<file path="config.mk">
export PLATFORM = sky130hd
export DESIGN_NAME = sprite_layer_engine
export DESIGN_NICKNAME = d
export VERILOG_FILES = /design/src/rtl/sprite_layer_engine.sv
export SDC_FILE = /design/constraint.sdc
export NUM_CORES = 1
export LEC_CHECK = 0
export CORE_MARGIN = 3
export CORE_UTILIZATION = 56
export DETAILED_ROUTE_END_ITERATION = 8
export PLACE_DENSITY = 0.89
export SLEW_MARGIN = 10
export SYNTH_ARGS = -nofsm -noshare
export SYNTH_HDL_FRONTEND = slang
export SYNTH_SLANG_ARGS = --single-unit
</file>
<file path="constraint.sdc">
create_clock -name clk -period 10.5 [get_ports clk]
set_input_delay 3.15 -clock clk [delete_from_list [all_inputs] [get_ports clk]]
set_output_delay 3.15 -clock clk [all_outputs]
set_load 0.03 [all_outputs]
</file>
<file path="src/rtl/sprite_layer_engine.sv">
// Multi-sprite compositor: N_SPR double-buffered sprite slots, per-slot synchronous ROM
// addressing, priority/colour-key merge over the background, and per-frame collision flags.
module sprite_layer_engine #(
    parameter int          N_SPR       = 4,
    parameter int          W           = 32,
    parameter int          H           = 32,
    parameter int          ROW_W       = 5,
    parameter int          COL_W       = 5,
    parameter logic [11:0] KEY         = 12'hFFF,
    parameter int          COMMIT_LINE = 480
) (
    input  logic                             clk,
    input  logic                             rst,
    input  logic                             bright,
    input  logic [9:0]                       hCount,
    input  logic [9:0]                       vCount,
    input  logic [11:0]                      background,
    input  logic                             wr_en,
    input  logic [2:0]                       wr_sel,
    input  logic [9:0]                       wr_x,
    input  logic [9:0]                       wr_y,
    input  logic                             wr_vis,
    output logic [N_SPR*(ROW_W+COL_W)-1:0]   rom_addr,
    input  logic [N_SPR*12-1:0]              rom_data,
    output logic [11:0]                      rgb,
    output logic                             collision,
    output logic [N_SPR-1:0]                 coll_mask
);

    localparam int AW = ROW_W + COL_W;

    logic [9:0]       r_sh_x  [N_SPR];
    logic [9:0]       r_sh_y  [N_SPR];
    logic             r_sh_vis[N_SPR];
    logic [9:0]       r_act_x [N_SPR];
    logic [9:0]       r_act_y [N_SPR];
    logic             r_act_vis[N_SPR];

    logic [N_SPR-1:0] r_hit;
    logic             r_bright;
    logic [11:0]      r_bg;
    logic             r_coll_acc;
    logic [N_SPR-1:0] r_mask_acc;

    logic             w_commit;
    logic             w_wr_ok;
    logic [N_SPR-1:0] w_hit;
    logic [N_SPR-1:0] w_opq;
    logic [11:0]      w_pix;
    logic             w_found;
    logic [3:0]       w_cnt;
    logic             w_coll_px;
    logic [N_SPR-1:0] w_mask_px;

    assign w_commit = (hCount == 10'd0) && (vCount == 10'(COMMIT_LINE));
    assign w_wr_ok  = wr_en && (32'(wr_sel) < 32'(N_SPR));

    // Commit copies the pre-write shadow: both updates are non-blocking on the same edge.
    always_ff @(posedge clk or posedge rst) begin
        if (rst) begin
            for (int unsigned k = 0; k < N_SPR; k++) begin
                r_sh_x[k]    <= '0;
                r_sh_y[k]    <= '0;
                r_sh_vis[k]  <= 1'b0;
                r_act_x[k]   <= '0;
                r_act_y[k]   <= '0;
                r_act_vis[k] <= 1'b0;
            end
        end else begin
            for (int unsigned k = 0; k < N_SPR; k++) begin
                if (w_commit) begin
                    r_act_x[k]   <= r_sh_x[k];
                    r_act_y[k]   <= r_sh_y[k];
                    r_act_vis[k] <= r_sh_vis[k];
                end
                if (w_wr_ok && (32'(wr_sel) == k)) begin
                    r_sh_x[k]   <= wr_x;
                    r_sh_y[k]   <= wr_y;
                    r_sh_vis[k] <= wr_vis;
                end
            end
        end
    end

    for (genvar k = 0; k < N_SPR; k++) begin : g_slot
        logic [ROW_W-1:0] w_row;
        logic [COL_W-1:0] w_col;
        logic             w_in_x;
        logic             w_in_y;

        // 11-bit compares keep x+W / y+H from wrapping past 1023.
        assign w_in_x = ({1'b0, hCount} >= {1'b0, r_act_x[k]}) &&
                        ({1'b0, hCount} <  ({1'b0, r_act_x[k]} + 11'(W)));
        assign w_in_y = ({1'b0, vCount} >= {1'b0, r_act_y[k]}) &&
                        ({1'b0, vCount} <  ({1'b0, r_act_y[k]} + 11'(H)));
        assign w_hit[k] = r_act_vis[k] && w_in_x && w_in_y;

        assign w_row = vCount[ROW_W-1:0] - r_act_y[k][ROW_W-1:0];
        assign w_col = hCount[COL_W-1:0] - r_act_x[k][COL_W-1:0];
        assign rom_addr[k*AW +: AW] = {w_row, w_col};

        assign w_opq[k] = r_hit[k] && (rom_data[k*12 +: 12] != KEY);
    end

    always_ff @(posedge clk or posedge rst) begin
        if (rst) begin
            r_hit    <= '0;
            r_bright <= 1'b0;
            r_bg     <= '0;
        end else begin
            r_hit    <= w_hit;
            r_bright <= bright;
            r_bg     <= background;
        end
    end

    always_comb begin
        w_pix   = r_bg;
        w_found = 1'b0;
        w_cnt   = '0;
        for (int unsigned k = 0; k < N_SPR; k++) begin
            if (w_opq[k]) begin
                w_cnt = w_cnt + 4'd1;
                if (!w_found) begin
                    w_pix   = rom_data[k*12 +: 12];
                    w_found = 1'b1;
                end
            end
        end
        w_coll_px = r_bright && (w_cnt >= 4'd2);
        w_mask_px = w_coll_px ? w_opq : '0;
    end

    always_ff @(posedge clk or posedge rst) begin
        if (rst) begin
            rgb <= '0;
        end else begin
            rgb <= r_bright ? w_pix : 12'h000;
        end
    end

    // On commit the current pixel seeds the new frame's accumulators.
    always_ff @(posedge clk or posedge rst) begin
        if (rst) begin
            collision  <= 1'b0;
            coll_mask  <= '0;
            r_coll_acc <= 1'b0;
            r_mask_acc <= '0;
        end else if (w_commit) begin
            collision  <= r_coll_acc;
            coll_mask  <= r_mask_acc;
            r_coll_acc <= w_coll_px;
            r_mask_acc <= w_mask_px;
        end else begin
            r_coll_acc <= r_coll_acc | w_coll_px;
            r_mask_acc <= r_mask_acc | w_mask_px;
        end
    end

endmodule

</file>
# --- Yosys cells after proc, flatten, opt, wreduce, memory -nomap -nowiden ---
# Index checks and enable logic that the tools add are counted.
totals:
  latch_bits: 0
  ram_bits: 0
  out_inout_bits: 57
  reg_bits: 207
  input_bits: 108
  memories: 0
  rom_bits: 0
  word_cells: 126
classes:
  shift: 0
  reduce_logical: 29
  magnitude_cmp: 18
  n_mul: 0
  bitwise: 2
  n_addsub: 19
  div_mod_pow: 0
  eq_ne: 8
  muxes: 18
ops:
  columns: ["cell", "count"]
  rows:
  - ["$mux 12", 8]
  - ["$add 10x6->11 const B", 8]
  - ["$lt 10x11->1", 8]
  - ["$ge 10x10->1", 8]
  - ["$ne 12x12->1 const B", 4]
  - ["$sub 5x5->5", 8]
  - ["$logic_and 1x1->1", 27]
  - ["$mux 4", 5]
  - ["$add 4x1->4 const B", 3]
  - ["$eq 10x9->1 const B", 1]
  - ["$logic_not 10->1", 1]
  - ["$eq 3x2->1 const B", 2]
  - ["$mux 1", 5]
  - ["$ge 4x2->1 const B", 1]
  - ["$or 4x4->4", 1]
  - ["$eq 3x1->1 const B", 1]
  - ["$logic_not 3->1", 1]
  - ["$lt 3x3->1 const B", 1]
  - ["$or 1x1->1", 1]

# --- Depth between registers and ports, before layout ---
depth:
  word_depth: 14
  depth_mapped: 12
  depth_no_buf: 11

# --- Worst setup path after synthesis ---
# OpenSTA, ideal clock, no wires.
synth_timing:
  path_kind: "input-to-output"
  startpoint: "in vCount[0]"
  endpoint: "out rom_addr[29]"
  slack_ns: 2.700
  n_path_buf: 0
  cell_stages: 6
  arrival_ns: 4.650
  path_cell_list: "inv_1 -> ha_1 -> fa_1 -> nand2b_1 -> a21oi_1 -> xor2_1"
synth_via:
  elab_chain_cells: 1
synth_lines:
  columns: ["element", "line", "source"]
  rows:
  - ["start, declared", "16", "input logic [9:0] vCount,"]
  - ["$sub 5x5->5", "98", "assign w_row = vCount[ROW_W-1:0] - r_act_y[k][ROW_W-1:0];"]
  - ["end, declared", "23", "output logic [N_SPR*(ROW_W+COL_W)-1:0] rom_addr,"]
# No other way between the ends.

# --- Final worst setup path ---
layout_timing:
  startpoint: "in vCount[1]"
  endpoint: "out rom_addr[9]"
# Same word-level chain as after synthesis.

==> reports/metrics.yaml <==
status: "finished clean"
ff2ff_path_depth: 8
hold_depth: 2
hpwl_um: 23000
grt.total_usage_pct: 27.3
gp_congestion: 0.904
hold_path_startpoint: "r_sh_x[33]"
ys_top_cells_by_count: "207 x dfrtp_1, 133 x ha_1, 119 x inv_1"
synth-main-ff-cell: "dfrtp_1"
via_per_inst: 6.02
nets: 1574
startpoint: "vCount[1]"
holdWs_ps: 477
wl_um: 31900
cts_tree: "done"
combinationalPowerShare_pct: 13.7
worstPathArrival_ps: 5980
ant_nets: 0
p_switching_mw: 0.528
synth_cells: 1161
rsz0062_at_grt: "no"
setup-tns-final_ps: 0
skew_ps: 17.1
dieHeight_um: 153
cp-start-kind: "primary input"
coreArea_um2: 21200
io_pins: 165
max-clock-path-buffers: 3
dp_slack_ps: 1400
ys_seq_area_share_pct: 42.8
synth_top_area_share_pct: 42.8
ys_ff_latch: 207
drive_gt1_share_pct: 12.3
die-area_um2: 23400
worst_pin_slew_ps: 967
fin_ws_ps: 1370
synth_top_cells_by_area: "dfrtp_1 43%, ha_1 14%, mux2_2 9.5%"
n_fill_cell: 1400
slew_headroom_pct: 35.6
synth_edf_count: 0
period_needed_ps: 9130
synth_top_area_cell: "dfrtp_1"
async_flop_share_pct: 100
cp.required_ps: 7350
grt_pass1_wl_um: 52600
worstHoldPathType: "flop to flop"
vias: 9727
p_total_mw: 2.12
fin_crit_sh_pct: 86.9
clock_latency_ps: 540
drc: 0
synth_most_common_cell: "dfrtp_1"
pwr-share-clk_pct: 43.1
syn-mean-instance-area_um2: 10.4
grt_remaining_overflow: 0
cts_resized: 0
synth_area_um2: 12100
dr.first_iter.drc_count: 705
die-width_um: 153
pwr-share-seq_pct: 43.2
antenna_found_initial: 0
p_int_mw: 1.59
wl_per_cell_um: 19.8
synth_cell_types: 62
p_sw_share_pct: 24.9
setup_viol_count_final: 0
rows: 53
cts_root_buf: "clkbuf_16"
drv_slew: 0
portBuffers: 164
start_util_pct: 57.2
syn_to_final_growth_pct: 23.1
hold_violations: 0
path_clk_slew_ps: 60
htreeDepth: 1
grt_max_degree: 130
cts_buffers: 23
critical_path_peak_fanout: 6
hold_buffers: 0
p_leak_nw: 6.98
final_util_pct: 70.4
power.density_nw_per_um2: 142
vdd_drop_max_uv: 132
max_freq_ghz: 0.110
worstSetupPathType: "primary input to output pin"
cts_setup_buffers: 0
syn-num-nets: 1410
yosysWarnings: 0
end_kind: "output pin"
drt_pass1_iterations: 7
grt_pass1_vias: 10295
r2r_start: "r_act_x[35]"
maxCapViolations: 0
clock_sinks: 207
diodes: 0
## cell type report
type / count / area (um^2) / area share [%]
Multi-Input combinational cell: 800 / 6340 / 42.6
Timing Repair Buffer: 173 / 1710 / 11.5
Clock inverter: 16 / 256 / 1.72
Clock buffer: 26 / 607 / 4.07
Sequential cell: 207 / 5180 / 34.8
Inverter: 120 / 458 / 3.07
Tap cell: 275 / 344 / 2.31
## critical path: stages
cell	delay [ps]
clkdlybuf4s50_1	780
inv_1	290
fa_1	510
nor2b_1	120
o21ai_0	90
nand2b_1	130
xor2_1	200
clkdlybuf4s50_1	700
## placed cells by master (no fill, tap or decap), types with 7 or more instances in the layout
cell / instances
nand2b_1: 17
nor3_1: 11
a31oi_1: 11
nor2b_1: 20
ha_1: 133
mux2_2: 102
a32o_1: 10
mux2i_1: 10
dfrtp_1: 207
nand3_1: 26
clkdlybuf4s50_1: 164
o21a_1: 9
nand4_1: 19
xnor2_1: 41
nor4_1: 9
buf_4: 9
nand2_1: 103
o211ai_1: 7
inv_1: 118
a21oi_1: 27
clkbuf_16: 23
a22o_1: 10
fa_1: 8
o21ai_0: 107
nor2_1: 37
## metrics by stage
stage                     cell area [um^2]  cells
after floorplan                      12100   1161
after global placement               14000   1575
after detailed placement             14000   1575
after CTS                            14900   1617
after global routing                 14900   1617
final                                14900   1617
## registers in the layout, indices dropped and copies added, names as in the netlist
signal	flops
r_bright	1
r_sh_vis	4
coll_mask	4
rgb	12
r_coll_acc	1
r_act_y	40
r_act_x	40
collision	1
r_sh_x	40
r_mask_acc	4
r_hit	4
r_act_vis	4
r_bg	12
r_sh_y	40
## metal layers
metal | vias to the layer above | part of all wire, % | GRT usage (%)
met5 | - | 0 | 0
met4 | 0 | 4.8 | 11.5
met3 | 100 | 5.6 | 3.99
met2 | 393 | 49 | 47.0
met1 | 4796 | 41 | 34.8
li1 | 4438 | - | -
## power by group through the flow
| stage | clock, mW | combinational, mW | sequential, mW |
|---|---|---|---|
| floorplan | 0 | 0.161 | 0.919 |
| global route | 0.957 | 0.313 | 0.923 |
| CTS | 0.925 | 0.290 | 0.914 |
| detailed placement | 0 | 0.286 | 0.927 |
| finish | 0.914 | 0.289 | 0.915 |
| global placement | 0 | 0.276 | 0.921 |
## logic make-up (layout without fill, tap and decap cells)
kind of cell    Yosys count  after routing  synth area share (%)
buf+inv                 154            335                  5.11
compound gates          234            234                  12.5
xor+xnor                 47             47                  3.40
simple gates            266            266                  10.8
fa+ha+maj               141            141                  15.1
flops                   207            207                  42.8
mux                     112            112                  10.3
## final timing paths
kind	to	slack, ps
setup reg to reg	r_hit[0]	7750
hold reg to reg	r_act_x[33]	480
max in group asynchronous	r_sh_x[19]	5690
setup / recovery	rom_addr[9]	1370
hold / removal	r_act_x[33]	480
min in group asynchronous	r_bg[5]	3140
No activity file was read; power rests on OpenSTA's default activity.
